`src/rtl/irq_pkg.sv`:
```
// Shared types, default sizing and the lowest-index priority function used by
// the interrupt controller family.
package irq_pkg;

    localparam int unsigned N_CHAN_DEF = 27;
    localparam int unsigned ID_W_DEF   = $clog2(N_CHAN_DEF);
    localparam int unsigned MAX_CHAN   = 64;
    localparam int unsigned MAX_ID_W   = 6;

    typedef enum logic [1:0] {
        IDLE,
        OFFER,
        SERVICE
    } irq_state_e;

    typedef struct packed {
        logic                found;
        logic [MAX_ID_W-1:0] idx;
    } prio_t;

    // Lowest set index of vec; found=0 and idx=0 when vec is empty.
    function automatic prio_t prio_enc(input logic [MAX_CHAN-1:0] vec);
        prio_t res;
        res = '0;
        for (int unsigned i = 0; i < MAX_CHAN; i++) begin
            if (vec[i] && !res.found) begin
                res.found = 1'b1;
                res.idx   = MAX_ID_W'(i);
            end
        end
        return res;
    endfunction

endpackage

```
`src/rtl/irq_prio_enc.sv`:
```
// Parametrised combinational lowest-index encoder; index 0 has top priority.
module irq_prio_enc
    import irq_pkg::*;
#(
    parameter int unsigned N    = N_CHAN_DEF,
    parameter int unsigned ID_W = $clog2(N)
) (
    input  logic [N-1:0]    i_vec,
    output logic            o_found,
    output logic [ID_W-1:0] o_idx
);

    prio_t w_res;

    assign w_res   = prio_enc(MAX_CHAN'(i_vec));
    assign o_found = w_res.found;
    assign o_idx   = ID_W'(w_res.idx);

endmodule

```
`src/rtl/irq_prio_ctrl.sv`:
```
// Registered priority interrupt controller: per-channel edge/level capture
// into a pending register, mask register, fixed-priority selection and a
// valid/ready grant with an in-service lock released by EOI.
module irq_prio_ctrl
    import irq_pkg::*;
#(
    parameter int unsigned       N_CHAN    = N_CHAN_DEF,
    parameter int unsigned       ID_W      = $clog2(N_CHAN),
    parameter logic [N_CHAN-1:0] EDGE_MODE = '1
) (
    input  logic              clk,
    input  logic              rst,
    input  logic [N_CHAN-1:0] irq_in,
    input  logic              mask_we,
    input  logic [N_CHAN-1:0] mask_wdata,
    output logic              req_valid,
    output logic [ID_W-1:0]   req_id,
    input  logic              req_ready,
    input  logic              eoi,
    output logic              busy,
    output logic [N_CHAN-1:0] pending
);

    irq_state_e        r_state;
    logic [N_CHAN-1:0] r_pending;
    logic [N_CHAN-1:0] r_mask;
    logic [N_CHAN-1:0] r_hist;
    logic [ID_W-1:0]   r_req_id;
    logic              r_req_valid;
    logic              r_busy;

    logic [N_CHAN-1:0] w_set;
    logic [N_CHAN-1:0] w_clr;
    logic [N_CHAN-1:0] w_cand;
    logic              w_accept;
    logic              w_found;
    logic [ID_W-1:0]   w_sel;

    // Edge channels need a 0->1 against last cycle's sample; level channels
    // see their history bit forced to 0 by the mode mask.
    assign w_set    = irq_in & ~(r_hist & EDGE_MODE);
    assign w_accept = (r_state == OFFER) && req_ready;
    assign w_clr    = w_accept ? (N_CHAN'(1) << r_req_id) : '0;
    assign w_cand   = r_pending & ~r_mask;

    irq_prio_enc #(
        .N    (N_CHAN),
        .ID_W (ID_W)
    ) u_enc (
        .i_vec   (w_cand),
        .o_found (w_found),
        .o_idx   (w_sel)
    );

    // Input history for edge detection; cleared so a line high at release counts as an edge.
    always_ff @(posedge clk) begin
        if (rst) r_hist <= '0;
        else     r_hist <= irq_in;
    end

    // Pending register: set has priority over the grant clear of the same bit.
    always_ff @(posedge clk) begin
        if (rst) r_pending <= '0;
        else     r_pending <= (r_pending & ~w_clr) | w_set;
    end

    // Mask register, all channels masked out of reset.
    always_ff @(posedge clk) begin
        if (rst)          r_mask <= '1;
        else if (mask_we) r_mask <= mask_wdata;
    end

    // Grant FSM with registered outputs; a ready in the same cycle as a mask
    // withdrawal still completes the transfer because req_valid was high.
    always_ff @(posedge clk) begin
        if (rst) begin
            r_state     <= IDLE;
            r_req_id    <= '0;
            r_req_valid <= 1'b0;
            r_busy      <= 1'b0;
        end else begin
            case (r_state)
                IDLE: begin
                    if (w_found) begin
                        r_req_id    <= w_sel;
                        r_req_valid <= 1'b1;
                        r_state     <= OFFER;
                    end
                end
                OFFER: begin
                    if (req_ready) begin
                        r_req_valid <= 1'b0;
                        r_busy      <= 1'b1;
                        r_state     <= SERVICE;
                    end else if (r_mask[r_req_id]) begin
                        r_req_valid <= 1'b0;
                        r_state     <= IDLE;
                    end
                end
                SERVICE: begin
                    if (eoi) begin
                        r_busy  <= 1'b0;
                        r_state <= IDLE;
                    end
                end
                default: begin
                    r_req_valid <= 1'b0;
                    r_busy      <= 1'b0;
                    r_state     <= IDLE;
                end
            endcase
        end
    end

    assign req_valid = r_req_valid;
    assign req_id    = r_req_id;
    assign busy      = r_busy;
    assign pending   = r_pending;

endmodule

```
`config.mk`:
```
export PLATFORM = sky130hd
export DESIGN_NAME = irq_prio_ctrl
export DESIGN_NICKNAME = d
export VERILOG_FILES = /design/src/rtl/irq_pkg.sv /design/src/rtl/irq_prio_enc.sv /design/src/rtl/irq_prio_ctrl.sv
export SDC_FILE = /design/constraint.sdc
export NUM_CORES = 1
export LEC_CHECK = 0
export ABC_AREA = 1
export BUFFER_PORTS_ARGS = -buffer_cell sky130_fd_sc_hd__buf_2
export CAP_MARGIN = 20
export CORE_MARGIN = 5
export CORE_UTILIZATION = 30
export CTS_CLUSTER_DIAMETER = 80
export DETAILED_ROUTE_END_ITERATION = 6
export GPL_TIMING_DRIVEN = 0
export HOLD_SLACK_MARGIN = 0.12
export PLACE_DENSITY = 0.59
export SLEW_MARGIN = 20
export SYNTH_ARGS = -nofsm -noshare
export SYNTH_HDL_FRONTEND = slang
export SYNTH_SLANG_ARGS = --single-unit
```
`constraint.sdc`:
```
create_clock -name clk -period 2.85 [get_ports clk]
set_input_delay 0.285 -clock clk [delete_from_list [all_inputs] [get_ports clk]]
set_output_delay 0.285 -clock clk [all_outputs]
set_load 0.1 [all_outputs]
```
* After elaboration in Yosys (flattened, before gate mapping)
Index checks and enable logic that the tools add are counted.
** Word-level totals
- Flip-flop bits (word level) :: 90
- Input port bits :: 59
- Output and inout port bits :: 34
- Word-level logic and storage cells :: 124
** Operators by class
- $lt $le $gt $ge :: 1
- Equality and inequality tests :: 6
- Shift operators :: 1
- Mux-type cells :: 42
- Bitwise gates (word level) :: 9
- Reduce and logical (&&, ||, !) cells :: 58
** Operators by type and width (count)
- 7-bit 2-to-1 mux :: 27
- 27-bit bitwise AND :: 3
- 27-bit NOT :: 3
- 1-bit logical AND :: 27
- 27-bit 2-to-1 mux :: 1
- 27-bit OR :: 1
- 1-bit by 5-bit << shifter with 27-bit output, first input constant :: 1
- 1-bit logical NOT :: 26
- 3-bit AND reduction :: 3
- 2-bit 2-to-1 mux :: 4
- 5-bit by 6-bit < comparator with 1-bit output, second input constant :: 1
- 1-bit 2-to-1 mux :: 6
- 1-bit case mux with 3 select lines :: 2
- 2-bit case mux with 3 select lines :: 1
- 1-bit binary-select mux with 5-bit select :: 1
- 2-bit != test, second input constant :: 2
- 3-bit by 2-bit != test with 1-bit output, second input constant :: 1
- 2-bit by 1-bit equality test with 1-bit output, second input constant :: 1
- 2-bit equality test, second input constant :: 1
- 2-bit logical NOT :: 1
- 2-bit by 1-bit != test with 1-bit output, second input constant :: 1
- 1-bit NOT :: 2
- 2-bit AND reduction :: 1

* Depth between registers and ports, before layout
- Word-level depth :: 83
- Mapped depth :: 18
- Gate-level depth less buffers :: 18

* Modules after synthesis
A second synthesis with hierarchy kept.
** Unflattened totals
- Cells, all modules :: 607
- Area total of the unflattened synthesis :: 4122.7 um2
** Modules (own cells, without submodules)
- irq_prio_ctrl :: times used 1, cells an instance 527, area an instance 3638.5 um2, seq. area each 1801.7 um2
- irq_prio_enc :: times used 1, cells an instance 80, area an instance 484.2 um2, seq. area each 0.0 um2

* Least setup slack after synthesis
No wires, ideal clock.
- Kind :: flip-flop to flip-flop
- From :: reg r_pending[0], in the netlist pending[0]
- To :: reg r_req_id[0], in the netlist req_id[0]
- Library setup time :: 0.067 ns
- Arrival time :: 2.728 ns
- Data required time :: 2.783 ns
- Path slack :: 0.054 ns
- Stages on the path, launching flop included :: 18
- Buffers on the path :: 0
- Clock period less this slack :: 2.796 ns
- Path through :: dfxtp_1 > nand2_4 > nand2_4 > nor2_4 > nand4_4 > nor3_4 > nand4_2 > nor2_4 > nand4_4 > nor2_4 > nand4_4 > nor2_4 > nand4_4 > nor2_4 > nand3_2 > nand2_4 > nand2_1 > a21oi_2
** Between the ends
- Longest elaborated chain between the ends :: 81
** RTL lines
- start: declaration :: line irq_prio_ctrl.sv:25 : logic [N_CHAN-1:0] r_pending;
- start signal: assignment :: line irq_prio_ctrl.sv:64 : else r_pending <= (r_pending & ~w_clr) | w_set;
- 27-bit bitwise AND * :: line irq_prio_ctrl.sv:44 : assign w_cand = r_pending & ~r_mask;
- 7-bit 2-to-1 mux * :: line irq_pkg.sv:26 : if (vec[i] && !res.found) begin
- 1-bit logical NOT :: line irq_pkg.sv:26
- 1-bit logical AND :: line irq_pkg.sv:26
- 7-bit 2-to-1 mux * :: line irq_pkg.sv:26
- 1-bit logical NOT :: line irq_pkg.sv:26
- 1-bit logical AND :: line irq_pkg.sv:26
- 7-bit 2-to-1 mux * :: line irq_pkg.sv:26
- (+65 left out)
- 7-bit 2-to-1 mux * :: line irq_pkg.sv:26
- 1-bit logical NOT :: line irq_pkg.sv:26
- 1-bit logical AND :: line irq_pkg.sv:26
- 7-bit 2-to-1 mux * :: line irq_pkg.sv:26
- 1-bit logical NOT :: line irq_pkg.sv:26
- 1-bit logical AND :: line irq_pkg.sv:26
- 7-bit 2-to-1 mux * :: line irq_pkg.sv:26
- 2-bit AND reduction (no line)
- end signal: assignment :: line irq_prio_ctrl.sv:85 : r_req_id <= w_sel;
- end: declaration :: line irq_prio_ctrl.sv:28 : logic [ID_W-1:0] r_req_id;
Mark *: on every way between the ends. The rest lies on a longest branch, timed or not.
A chain may end at the register's enable or synchronous reset.

* Final worst setup path
- From :: reg r_mask[2]
- To :: reg r_req_id[2], in the netlist req_id[2]
** Between the ends
- Longest elaborated chain between the ends :: 77
** RTL lines
- start: declaration :: line irq_prio_ctrl.sv:26 : logic [N_CHAN-1:0] r_mask;
- start signal: assignment :: line irq_prio_ctrl.sv:70 : else if (mask_we) r_mask <= mask_wdata;
- 27-bit NOT * :: line irq_prio_ctrl.sv:44
- 27-bit bitwise AND * :: line irq_prio_ctrl.sv:44
- 1-bit logical AND * :: line irq_pkg.sv:26
- 7-bit 2-to-1 mux * :: line irq_pkg.sv:26
- 1-bit logical NOT :: line irq_pkg.sv:26
- 1-bit logical AND :: line irq_pkg.sv:26
- 7-bit 2-to-1 mux * :: line irq_pkg.sv:26
- 1-bit logical NOT :: line irq_pkg.sv:26
- (+61 left out)
- 7-bit 2-to-1 mux * :: line irq_pkg.sv:26
- 1-bit logical NOT :: line irq_pkg.sv:26
- 1-bit logical AND :: line irq_pkg.sv:26
- 7-bit 2-to-1 mux * :: line irq_pkg.sv:26
- 1-bit logical NOT :: line irq_pkg.sv:26
- 1-bit logical AND :: line irq_pkg.sv:26
- 7-bit 2-to-1 mux * :: line irq_pkg.sv:26
- 2-bit AND reduction (no line)
Marked as above.

==> impl_metrics.ini <==
[floorplanning]
die_h_microns = 125
core.rowCount = 42
ioPinCount = 93
die_w_microns = 125
die-area_sq_mm = 0.0155
core_area_sq_mm = 0.0131
start_util = 0.302

[logic_synthesis]
synth.avg_cell_area_sq_um = 7.35
syn_area_sq_mm = 0.00395
yosys-top-cells-area = dfxtp_1 46%, nor2_1 9.6%, inv_1 8.2%
yosysSeqAreaShare = 0.457
synth_top_cell_by_area = dfxtp_1
synthDistinctLibCells = 38
synth_nets = 596
syn_inst = 537
ys_ff_latch = 90
yosysWarnings = 0
synth_top_area_frac = 0.457

[worst_setup_path]
worst-path-max-fanout = 7
slowest_delay_ns = 0.31
critical_path.cell_chain = inv_1, nand2_2, nand2_2, nor2_4, nand4_4, nor3_4, nand4_2, nor2_4, nand4_4, nor2_4, nand4_4, nor2_4, nand4_4, nor2_4, nand3_2, nand2_4, nand2_1, a21oi_1
worst_path_max_delay_cell = dfxtp_1
crit_top_cell = nor2_4
crit_arrival_ns = 2.85
end_kind = flop
startpoint_type = flop
critPathRequiredTime_ns = 3.12
crit_type = flop to flop

[timing]
skew_ns = 0.0115
slew_viol_final = 0
final_hold_viol_count = 0
max_freq_mhz = 389
setup_viol = 0
min_period_ns = 2.57
worstMarginPinSlew_ns = 0.643
rsz0062_at_grt = false
fin_crit_sh = 0.903
setup-tns-final_ns = 0
max-slew-margin-rel = 0.571
worst_hold_slack_ns = 0.139

[global_route]
antenna_found_initial = 0
grt_max_degree = 17
overflow = 0
grt_pass1_vias = 3807
grt_pass1_wl_microns = 19300
grt_use_total = 0.156

[cells_and_area]
area_growth_syn_to_layout_pct = 25.4
layout.cells.non_filler = 820
diodes = 0
num-fill-cells = 1431
multi_input_area_sq_mm = 0.00174
fin_nets = 698
layout-drive-gt1-share = 0.200
seq_area_sq_mm = 0.00180

[pwr]
vdd_drop_max_v = 0.000287
power_density_mw_per_mm2 = 779
power_leakage_nw = 2.42

[drt]
avgViaCountPerCell = 4.64
route.vias.total = 3808
drc = 0
post_drt_wl_per_cell_microns = 14.8
drtAntennaViolNets = 0
routed_wl_microns = 12100
drt_first_pass_iters = 5
drtIter0Drc = 205

[placement]
portBuffers = 91
dp.cells = 804
hpwl_microns = 9750
place_congestion = 0.877

[clocking]
post_cts_buffers = 0
cts-hold-fix-buffers = 0
cts.reportedPaths.clkPinSlew_ns = 0.07
cts_tree = yes
numCtsBuffers = 9
cts_buffer_depth = 2
cts.sinks = 90
root_buffer = clkbuf_16
worst_skew_pair.late_latency_ns = 0.35
cts_max_level = 3
cts_resized = 0

[job]
cap_violations = 0

[hold_path]
hold_path.class = input pin to flop

[status]
status = finished clean
## layout make-up
class / count / share of cell area
clock inverters: 6 / 0.0195
flip-flops and latches: 90 / 0.364
plain buffers: 18 / 0.0137
clock buffers: 10 / 0.0463
multi-input cells: 338 / 0.351
repair buffers: 91 / 0.0921
inverters: 91 / 0.0690
well taps: 176 / 0.0445
## per-layer routing
layer  GRT usage  part of all wire  vias to the layer above
met5           0                 0                        -
met4      0.0471             0.013                        0
met3      0.0399             0.061                       11
met2       0.260              0.47                      119
met1       0.200              0.45                     1738
li1            -                 -                     1940
## where the power goes
part | internal, mW | switching (mW) | total, mW
Sequential | 1.36 | 0.0788 | 1.44
Combinational | 0.260 | 0.855 | 1.11
Clock | 0.779 | 0.516 | 1.30
## kinds of logic (layout without fill, tap and decap cells)
logic type / after synthesis / in the layout / synth area share
AOI/OAI and AO/OA: 128 / 128 / 0.188
DFF: 90 / 90 / 0.457
and+or+nand+nor: 210 / 210 / 0.252
buffers and inverters: 109 / 216 / 0.104
## critical path, delay by kind of cell (launching register included)
kind	cells	cell delay [ns]
and+or+nand+nor	16	2.00
DFF	1	0.31
AOI/OAI and AO/OA	1	0.13
buffers and inverters	1	0.07
## cells in the final DEF, fill, tap and decap left out, drive strengths merged, types with 2 or more instances in the layout
cell type / Yosys / final
o31ai: 4 / 4
nor3: 4 / 4
nand3: 13 / 13
buf: 0 / 91
o211ai: 3 / 3
o21ai: 34 / 34
dfxtp: 90 / 90
inv: 89 / 91
bufinv: 0 / 2
a21oi: 57 / 57
a41oi: 2 / 2
a22oi: 2 / 2
nor2: 106 / 106
o32ai: 2 / 2
clkbuf: 18 / 28
o221ai: 2 / 2
o22ai: 12 / 12
nand4: 9 / 9
a311oi: 2 / 2
clkinv: 2 / 3
nand2: 76 / 76
## synth_stat cells (all sizes together)
master,n
inv,89
a41oi,2
o211ai,3
o211a,1
clkinv,2
nor2,106
o22ai,12
a31o,1
a22oi,2
a31oi,1
clkbuf,18
a21oi,57
o31ai,4
dfxtp,90
and2,1
nor3,4
a41o,1
o21ai,34
a311oi,2
nor3b,1
nand4,9
nand3,13
nand2,76
o32ai,2
a22o,1
o221ai,2
a2111oi,1
o2bb2ai,1
o2111ai,1
## metrics by stage
| stage | util | setup WS, ns | total power, mW | cell area (sq um) |
|---|---|---|---|---|
| 6_report | 0.378 | 0.277 | 3.85 | 4950 |
| 5_1_grt | 0.378 | 0.0424 | 4.03 | 4950 |
| 4_1_cts | 0.378 | 0.277 | 3.88 | 4950 |
| 3_5_place_dp | 0.353 | 0.299 | 2.58 | 4620 |
| 3_3_place_gp | 0.353 | 0.368 | 2.57 | 4620 |
| 2_1_floorplan | - | 0.0541 | 2.30 | 3950 |
## worst paths after layout
path / slack (ns) / cells past startpoint / end / from
worst max register to register: 0.28 / 18 / req_id[2] / r_mask[2]
worst max-delay path: 0.28 / 18 / req_id[2] / r_mask[2]
worst min register to register: 0.42 / 1 / pending[9] / r_hist[9]
worst min-delay path: 0.14 / 3 / r_hist[11] / irq_in[11]
## sequential cells by signal (all words and copies together), names as in the netlist
| register | cells |
|---|---|
| pending | 27 |
| r_hist | 27 |
| r_mask | 27 |
| req_id | 5 |
| r_state | 2 |
| busy | 1 |
| req_valid | 1 |
Power figures use the tool's default switching activity.
